<file path="config.mk">
export PLATFORM = sky130hd
export DESIGN_NAME = wr_control_flat
export DESIGN_NICKNAME = d
export VERILOG_FILES = /design/src/rtl/tpu_ctrl_pkg.sv /design/src/rtl/wr_control_if.sv /design/src/rtl/en_skew.sv /design/src/rtl/wr_control.sv /design/src/flat_wrapper.sv
export SDC_FILE = /design/constraint.sdc
export NUM_CORES = 1
export LEC_CHECK = 0
export BUFFER_PORTS_ARGS = -buffer_cell sky130_fd_sc_hd__buf_2
export CORE_MARGIN = 4
export CORE_UTILIZATION = 35
export CTS_CLUSTER_DIAMETER = 30
export CTS_CLUSTER_SIZE = 12
export DETAILED_ROUTE_END_ITERATION = 12
export GPL_ROUTABILITY_DRIVEN = 0
export MAX_ROUTING_LAYER = met4
export PLACE_DENSITY_LB_ADDON = 0.15
export SYNTH_ARGS = -nofsm -noshare
export SYNTH_HDL_FRONTEND = slang
export SYNTH_SLANG_ARGS = --single-unit
</file>
<file path="constraint.sdc">
create_clock -name clk -period 1.5 [get_ports clk]
set_input_delay 0.225 -clock clk [delete_from_list [all_inputs] [get_ports clk]]
set_output_delay 0.225 -clock clk [all_outputs]
set_load 0.02 [all_outputs]
</file>
<file path="src/rtl/tpu_ctrl_pkg.sv">
// -----------------------------------------------------------------------------
// tpu_ctrl_pkg
// Definitions shared by the read and write skew controllers of the systolic
// array: the block-sequencing state enum, the memArr address width and the
// default array dimension.
// -----------------------------------------------------------------------------
package tpu_ctrl_pkg;

  // Block sequencing states used by both rd_control and wr_control.
  typedef enum logic [1:0] {
    IDLE  = 2'd0,
    RUN   = 2'd1,
    DRAIN = 2'd2,
    DONE  = 2'd3
  } ctrl_state_e;

  // memArr banks are addressed with 8 bits.
  localparam int ADDR_W = 8;

  // Default array dimension (and bank count).
  localparam int WIDTH_HEIGHT_DEF = 4;

endpackage : tpu_ctrl_pkg

</file>
<file path="src/rtl/wr_control_if.sv">
// -----------------------------------------------------------------------------
// wr_control_if
// Bundles the request and write-port signals of wr_control.
//   start      : single-cycle block request
//   num_rows   : rows per bank for the block (N)
//   base_addr  : first address written in every bank
//   wr_en      : per-bank write enable, bit i -> bank i
//   wr_addr    : packed per-bank address, bank i in [8i+7:8i]
//   busy       : block in progress
//   done       : one-cycle completion pulse
// Modports: slave = the controller, master = whoever issues blocks.
// -----------------------------------------------------------------------------
interface wr_control_if
  import tpu_ctrl_pkg::*;
#(
  parameter int width_height = WIDTH_HEIGHT_DEF
);

  logic                             start;
  logic [ADDR_W-1:0]                num_rows;
  logic [ADDR_W-1:0]                base_addr;
  logic [width_height-1:0]          wr_en;
  logic [ADDR_W*width_height-1:0]   wr_addr;
  logic                             busy;
  logic                             done;

  modport slave (
    input  start, num_rows, base_addr,
    output wr_en, wr_addr, busy, done
  );

  modport master (
    output start, num_rows, base_addr,
    input  wr_en, wr_addr, busy, done
  );

endinterface : wr_control_if

</file>
<file path="src/rtl/en_skew.sv">
// -----------------------------------------------------------------------------
// en_skew
// Staircase enable generator: a width_height-deep registered shift chain.
// Bit 0 is en_i delayed one cycle, bit i is bit i-1 delayed one cycle, so a
// run of en_i pulses sweeps diagonally across the banks.
//   clk     : rising-edge clock
//   reset_n : asynchronous active-low clear of the whole chain
//   en_i    : enable entering bank 0
//   en_o    : registered per-bank enables
// -----------------------------------------------------------------------------
module en_skew #(
  parameter int width_height = 4
) (
  input  logic                    clk,
  input  logic                    reset_n,
  input  logic                    en_i,
  output logic [width_height-1:0] en_o
);

  logic [width_height-1:0] en_q;

  // Shifting left moves every enable one bank up; the top bit falls off.
  always_ff @(posedge clk or negedge reset_n) begin
    if (!reset_n) begin
      en_q <= '0;
    end else begin
      en_q <= (en_q << 1) | width_height'(en_i);
    end
  end

  assign en_o = en_q;

endmodule : en_skew

</file>
<file path="src/rtl/wr_control.sv">
// -----------------------------------------------------------------------------
// wr_control
// Write-side skew controller for the systolic array output. For each block
// it enables bank 0 for N consecutive cycles and lets the enables ripple one
// bank per cycle through the upper banks, matching the array's diagonal
// output wavefront. Each bank has its own address counter that starts at
// base_addr and advances after every enabled write.
//   clk      : rising-edge clock
//   reset_n  : asynchronous active-low reset
//   bus      : wr_control_if.slave (start/num_rows/base_addr in,
//              wr_en/wr_addr/busy/done out)
// -----------------------------------------------------------------------------
module wr_control
  import tpu_ctrl_pkg::*;
#(
  parameter int width_height = WIDTH_HEIGHT_DEF
) (
  input  logic         clk,
  input  logic         reset_n,
  wr_control_if.slave  bus
);

  // Selects the last bank; used to see whether the chain empties next cycle.
  localparam logic [width_height-1:0] TOP_MASK =
    width_height'(1) << (width_height - 1);

  ctrl_state_e             state_q, state_d;
  logic [ADDR_W-1:0]       n_q, n_d;
  logic [ADDR_W-1:0]       cnt_q, cnt_d;
  logic                    busy_q, busy_d;
  logic                    done_q, done_d;
  logic                    en_in;
  logic                    load;
  logic                    chain_empties;
  logic [width_height-1:0] wr_en;
  logic [ADDR_W*width_height-1:0] wr_addr_flat;

  // With no new enable entering, the chain is all zero next cycle exactly
  // when every bit below the top one is already clear.
  assign chain_empties = ((wr_en & ~TOP_MASK) == '0);

  always_comb begin
    state_d = state_q;
    n_d     = n_q;
    cnt_d   = cnt_q;
    en_in   = 1'b0;
    load    = 1'b0;
    case (state_q)
      IDLE: begin
        if (bus.start) begin
          n_d  = bus.num_rows;
          load = 1'b1;
          if (bus.num_rows == '0) begin
            state_d = DONE;
          end else begin
            // The first bank-0 enable is issued on the start edge itself.
            en_in   = 1'b1;
            cnt_d   = 8'd1;
            state_d = RUN;
          end
        end
      end
      RUN: begin
        if (cnt_q != n_q) begin
          en_in = 1'b1;
          cnt_d = cnt_q + 8'd1;
        end else begin
          // A one-bank array has nothing left to drain.
          state_d = chain_empties ? DONE : DRAIN;
        end
      end
      DRAIN: begin
        if (chain_empties) begin
          state_d = DONE;
        end
      end
      DONE: begin
        cnt_d   = '0;
        state_d = IDLE;
      end
      default: begin
        state_d = IDLE;
      end
    endcase
    busy_d = (state_d != IDLE);
    done_d = (state_d == DONE);
  end

  always_ff @(posedge clk or negedge reset_n) begin
    if (!reset_n) begin
      state_q <= IDLE;
      n_q     <= '0;
      cnt_q   <= '0;
      busy_q  <= 1'b0;
      done_q  <= 1'b0;
    end else begin
      state_q <= state_d;
      n_q     <= n_d;
      cnt_q   <= cnt_d;
      busy_q  <= busy_d;
      done_q  <= done_d;
    end
  end

  en_skew #(
    .width_height (width_height)
  ) u_en_skew (
    .clk     (clk),
    .reset_n (reset_n),
    .en_i    (en_in),
    .en_o    (wr_en)
  );

  // Per-bank address counters. load only occurs in IDLE, when the enable
  // chain is empty, so it never competes with an increment.
  for (genvar gi = 0; gi < width_height; gi++) begin : g_bank
    logic [ADDR_W-1:0] addr_q;

    always_ff @(posedge clk or negedge reset_n) begin
      if (!reset_n) begin
        addr_q <= '0;
      end else if (load) begin
        addr_q <= bus.base_addr;
      end else if (wr_en[gi]) begin
        addr_q <= addr_q + 8'd1;
      end
    end

    assign wr_addr_flat[ADDR_W*gi +: ADDR_W] = addr_q;
  end

  assign bus.wr_en   = wr_en;
  assign bus.wr_addr = wr_addr_flat;
  assign bus.busy    = busy_q;
  assign bus.done    = done_q;

endmodule : wr_control

</file>
<file path="src/flat_wrapper.sv">
// flat-port wrapper written by rule: the top's interface ports become plain ports
module wr_control_flat import tpu_ctrl_pkg::*;
#(
  parameter int width_height = WIDTH_HEIGHT_DEF
)
  (clk, reset_n, bus_start, bus_num_rows, bus_base_addr, bus_wr_en, bus_wr_addr, bus_busy, bus_done);
  wr_control_if #(.width_height(width_height)) bus_i ();
  input  logic clk;
  input  logic reset_n;
  input wire logic [$bits(bus_i.start)-1:0] bus_start;
  input wire logic [$bits(bus_i.num_rows)-1:0] bus_num_rows;
  input wire logic [$bits(bus_i.base_addr)-1:0] bus_base_addr;
  output wire logic [$bits(bus_i.wr_en)-1:0] bus_wr_en;
  output wire logic [$bits(bus_i.wr_addr)-1:0] bus_wr_addr;
  output wire logic [$bits(bus_i.busy)-1:0] bus_busy;
  output wire logic [$bits(bus_i.done)-1:0] bus_done;
  assign bus_i.start = bus_start;
  assign bus_i.num_rows = bus_num_rows;
  assign bus_i.base_addr = bus_base_addr;
  assign bus_wr_en = bus_i.wr_en;
  assign bus_wr_addr = bus_i.wr_addr;
  assign bus_busy = bus_i.busy;
  assign bus_done = bus_i.done;
  wr_control #(.width_height(width_height)) u_core (.clk(clk), .reset_n(reset_n), .bus(bus_i));
endmodule
</file>
After elaboration in Yosys (flattened, before gate mapping)
Cells that the tools add are included.
{"block": "word_totals", "ff_bits": 56, "output_inout_bits": 38, "word_cells": 59}
{"block": "op_classes", "add_sub_neg": 5, "n_eq_ne": 8, "muxes": 24, "n_bitwise": 1, "n_reduce_logical": 11}
{"operator": "2-to-1 mux 8 bit", "count": 11}
{"operator": "adder 8 x 1 -> 8 bit, second input constant", "count": 5}
{"operator": "case mux 8 bit (3 select lines)", "count": 1}
{"operator": "nonzero test 2 bit", "count": 5}
{"operator": "zero test 8 bit", "count": 1}
{"operator": "2-to-1 mux 2 bit", "count": 4}
{"operator": "!= test 8 bit", "count": 1}
{"operator": "case mux 2 bit (4 select lines)", "count": 1}
{"operator": "== test 2 bit, second input constant", "count": 3}
{"operator": "2-to-1 mux 1 bit", "count": 6}
{"operator": "zero test 4 bit", "count": 1}
{"operator": "!= test 2 bit, second input constant", "count": 2}
{"operator": "bitwise OR 4 x 1 -> 4 bit", "count": 1}
{"operator": "AND reduction 4 bit", "count": 1}
{"operator": "nonzero test 3 bit", "count": 1}
{"operator": "== test 2 x 1 -> 1 bit, second input constant", "count": 1}
{"operator": "zero test 2 bit", "count": 1}
{"operator": "!= test 2 x 1 -> 1 bit, second input constant", "count": 1}
{"operator": "case mux 1 bit (2 select lines)", "count": 1}
{"operator": "AND reduction 2 bit", "count": 1}

Logic depth before layout (Yosys ltp)
{"block": "logic_depth", "depth_word": 5, "depth_mapped": 6, "ltp_nobuf": 5}

Hierarchy
A second synthesis with hierarchy kept.
{"block": "unflattened", "cells_unflattened": 263, "area_unflattened_um2": 2767.7}
{"module": "wr_control", "instances": 1, "cells_per_inst": 259, "area_each_um2": 2667.6}
{"module": "en_skew", "instances": 1, "cells_per_inst": 4, "area_each_um2": 100.1}

Worst setup path after synthesis
OpenSTA, ideal clock, no wires.
{"block": "synth_timing", "kind": "register -> register", "startpoint": "register u_core.state_q[1]", "endpoint": "register u_core.cnt_q[7]", "setup_ps": 69, "arrival_time_ps": 1513, "t_required_ps": 1431, "path_slack_ps": -81, "stages_incl_launch_ff": 7, "path_buffers": 1, "synth_period_minus_slack_ps": 1581, "cell_sequence": "dfrtp_1 > buf_6 > clkinv_2 > nand2_1 > or4_1 > or3_1 > nand3_1"}
{"block": "synth_between", "elab_chain_cells": 3}
{"element": "start: declaration", "line": "wr_control.sv:27", "rtl": "ctrl_state_e state_q, state_d;"}
{"element": "start signal: assignment", "line": "wr_control.sv:97", "rtl": "state_q <= state_d;"}
{"element": "== test 2 x 1 -> 1 bit (tied with other cells)", "line": "wr_control.sv:48", "rtl": "case (state_q)"}
{"element": "!= test 2 x 1 -> 1 bit (no line) (tied with other cells)"}
{"element": "AND reduction 4 bit (no line)"}
{"element": "end signal: assignment", "line": "wr_control.sv:99", "rtl": "cnt_q <= cnt_d;"}
{"element": "end: declaration", "line": "wr_control.sv:29", "rtl": "logic [ADDR_W-1:0] cnt_q, cnt_d;"}
Parallel ways exist; a longest one is shown, timed or not.
A chain may end at the register's enable or synchronous reset.

Worst setup path after layout
{"block": "layout_timing", "startpoint": "register u_core.cnt_q[7]", "endpoint": "register u_core.cnt_q[5]"}
{"block": "layout_between", "elab_chain_cells": 3}
{"element": "!= test 8 bit", "line": "wr_control.sv:64", "rtl": "if (cnt_q != n_q) begin"}
{"element": "!= test 2 x 1 -> 1 bit (no line)"}
{"element": "AND reduction 4 bit (no line)"}
No other way between the ends.

==> results.cfg <==
[floorplanning]
die_w_um = 96.2
fp.dieH_um = 96.2
io_pins = 57
rows = 31
die-area_mm2 = 0.00926
core_area_mm2 = 0.00741
start_util_pct = 36.8

[cells_and_area]
drive_above_1_share_pct = 37.5
antenna_cells = 0
fin_cells = 454
syn2layout_area_growth_pct = 33.3
fin_nets = 378

[global_routing]
grt_max_degree = 57
grt_pass1_wl_um = 11300
antenna_found_initial = 0
grtUsageTotal_pct = 16.3
grt_pass1_vias = 2250
grt_overflow_total = 0

[setup_path]
startpoint_type = flop
crit_type = reg -> reg
crit_fanout = 5
end_kind = flop
worstPathArrival_ns = 1.85
cp.required_ns = 1.73

[timing]
fin_skew_ns = 0.00535
relSlewSlack_pct = 72.4
tightest_slew_ns = 0.411
slew_viol_final = 0
setup_viol = 6
fin_ws_ns = -0.117
period_share_pct = 108
period_minus_slack_ns = 1.62
fmax_mhz = 619
rsz0062_at_grt = true
hold_viol = 0

[synth]
async_flop_share_pct = 100
ys_seq_area_share_pct = 51.4
synth.area.top_cells = dfrtp_1, xor2_1, a21oi_1
synth_top_area_cell = dfrtp_1
netlist_instances = 260
synth_most_common_cell = dfrtp_1
synth_nets = 284
ys_types = 36
synth_top_area_share_pct = 51.4
synth_area_mm2 = 0.00273
synth_edf_count = 0
yosys_warnings = 0
ys_ff_latch = 56
yosys-top-cells-count = dfrtp_1, a21oi_1, nand2_1
synth_top_flop_cell = dfrtp_1
avgSynthCellArea_um2 = 10.5

[drt]
routed_wl_um = 7220
drc_errors = 0
vias_per_cell = 5.07
route.antenna.remaining_nets = 0
drt_iter0_drc = 72
drt-pass1-iter-count = 4
vias = 2304
wl_per_cell_um = 15.9

[clock_tree]
htree_levels = 2
numClockSinks = 56
cts_tree = built
clkTransAtPathRegs_ns = 0.10
cts_buffers = 5
clock-root-buffer = clkbuf_8
clk_path_buf_depth = 2
clock_latency_ns = 0.30

[power_and_ir_drop]
leakagePower_nw = 1.64
peakVddDrop_mv = 0.853
total_power_mw = 7.95
power.density_mw_per_mm2 = 2190

[outcome]
outcome = finished, violations left
violations = setup timing

[placement]
placed_cells = 441
io_buffers = 56
place_ws_ns = -0.149
hpwl_um = 5110

[min_path]
hp-class = in -> reg

[job]
cap_viol_max_count = 0
cells in the final DEF, fill, tap and decap left out, types with 8 or more instances in the layout:
master   count
dfrtp_1     54
buf_4       36
nand4_1     14
xor2_1      24
xnor2_1     11
nor2_1       9
nand2_1     25
a21oi_1     33
mux2_2      10
buf_2       56
and3_1       8
worst max-delay path, cell delays in order, from the launching register on:
cell	delay (ns)
dfrtp_1	0.41
xnor2_1	0.13
nand4_1	0.15
nor2_2	0.07
buf_6	0.12
or4_4	0.49
o211ai_1	0.17
layer usage:
| metal | GRT usage, % | share of wire (%) |
|---|---|---|
| met1 | 23.4 | 51 |
| met2 | 23.9 | 45 |
| met3 | 3.21 | 4.1 |
| met4 | 3.67 | 0.62 |
| met5 | - | 0 |
path summary, 6_finish.rpt:
path	from	depth (start not counted)	endpoint	slack, ns
worst min register to register	u_core.n_q[4]$_DFFE_PN0P_	1	u_core.n_q[4]$_DFFE_PN0P_	0.54
worst min-delay path	bus_num_rows[0]	2	u_core.n_q[0]$_DFFE_PN0P_	0.16
min in group asynchronous	reset_n	3	u_core.state_q[0]$_DFF_PN0_	0.44
worst max-delay path	u_core.cnt_q[7]$_DFFE_PN0P_	6	u_core.cnt_q[5]$_DFFE_PN0P_	-0.12
worst max register to register	u_core.cnt_q[7]$_DFFE_PN0P_	6	u_core.cnt_q[5]$_DFFE_PN0P_	-0.12
max in group asynchronous	reset_n	3	u_core.u_en_skew.en_o[1]$_DFF_PN0_	0.79
sequential cells by signal (all words and copies together) (netlist names):
name and count:
u_core.state_q 2, u_core.bus.done 1, u_core.g_bank.addr_q 32, u_core.u_en_skew.en_o 4, u_core.bus.busy 1, u_core.cnt_q 8, u_core.n_q 8
stage by stage:
stage | cell area [um2] | TNS, ns | hold WS [ns] | utilization (%)
floorplan | 2740 | -0.0209 | -0.0706 | -
global placement | 3400 | -0.979 | 0.253 | 45.9
detailed placement | 3400 | -0.687 | 0.253 | 45.9
CTS | 3520 | -0.462 | 0.150 | 47.6
global route | 3630 | -0.964 | 0.156 | 49.0
finish | 3630 | -0.399 | 0.159 | 49.0
cell families after synthesis:
group,count (synthesis),synth area share (%)
flops,56,51.4
simple gates,85,15.8
fa+ha+maj,5,2.30
mux,14,5.60
buf+inv,13,2.16
compound gates,51,11.1
xor+xnor,36,11.6
cell type report:
cell class | count | area [um2]
clock buffer | 6 | 72.6
clock inverter | 2 | 13.8
fill | 729 | 3770
inverter | 1 | 8.76
multi-input combinational | 191 | 1340
sequential | 56 | 1400
tap | 99 | 124
timing repair buffer | 99 | 673
power breakdown:
part           leakage, nW  switching, mW  total (mW)  internal, mW
Sequential           0.653          0.652        2.87          2.22
Clock               0.0456          0.504       0.839         0.335
Combinational        0.945           2.31        4.24          1.93
Total                 1.64           3.46        7.95          4.48
timing repair:
action                     4_1_cts  5_1_grt
hold endpoints to repair        56        0
resized for setup                5       14
setup buffers                    1        1
hold buffers                     1        0
pin swaps                        9        9
setup endpoints to repair       10       49
gates cloned                     0        2
Note: power is estimated with default switching activity, not from simulation.
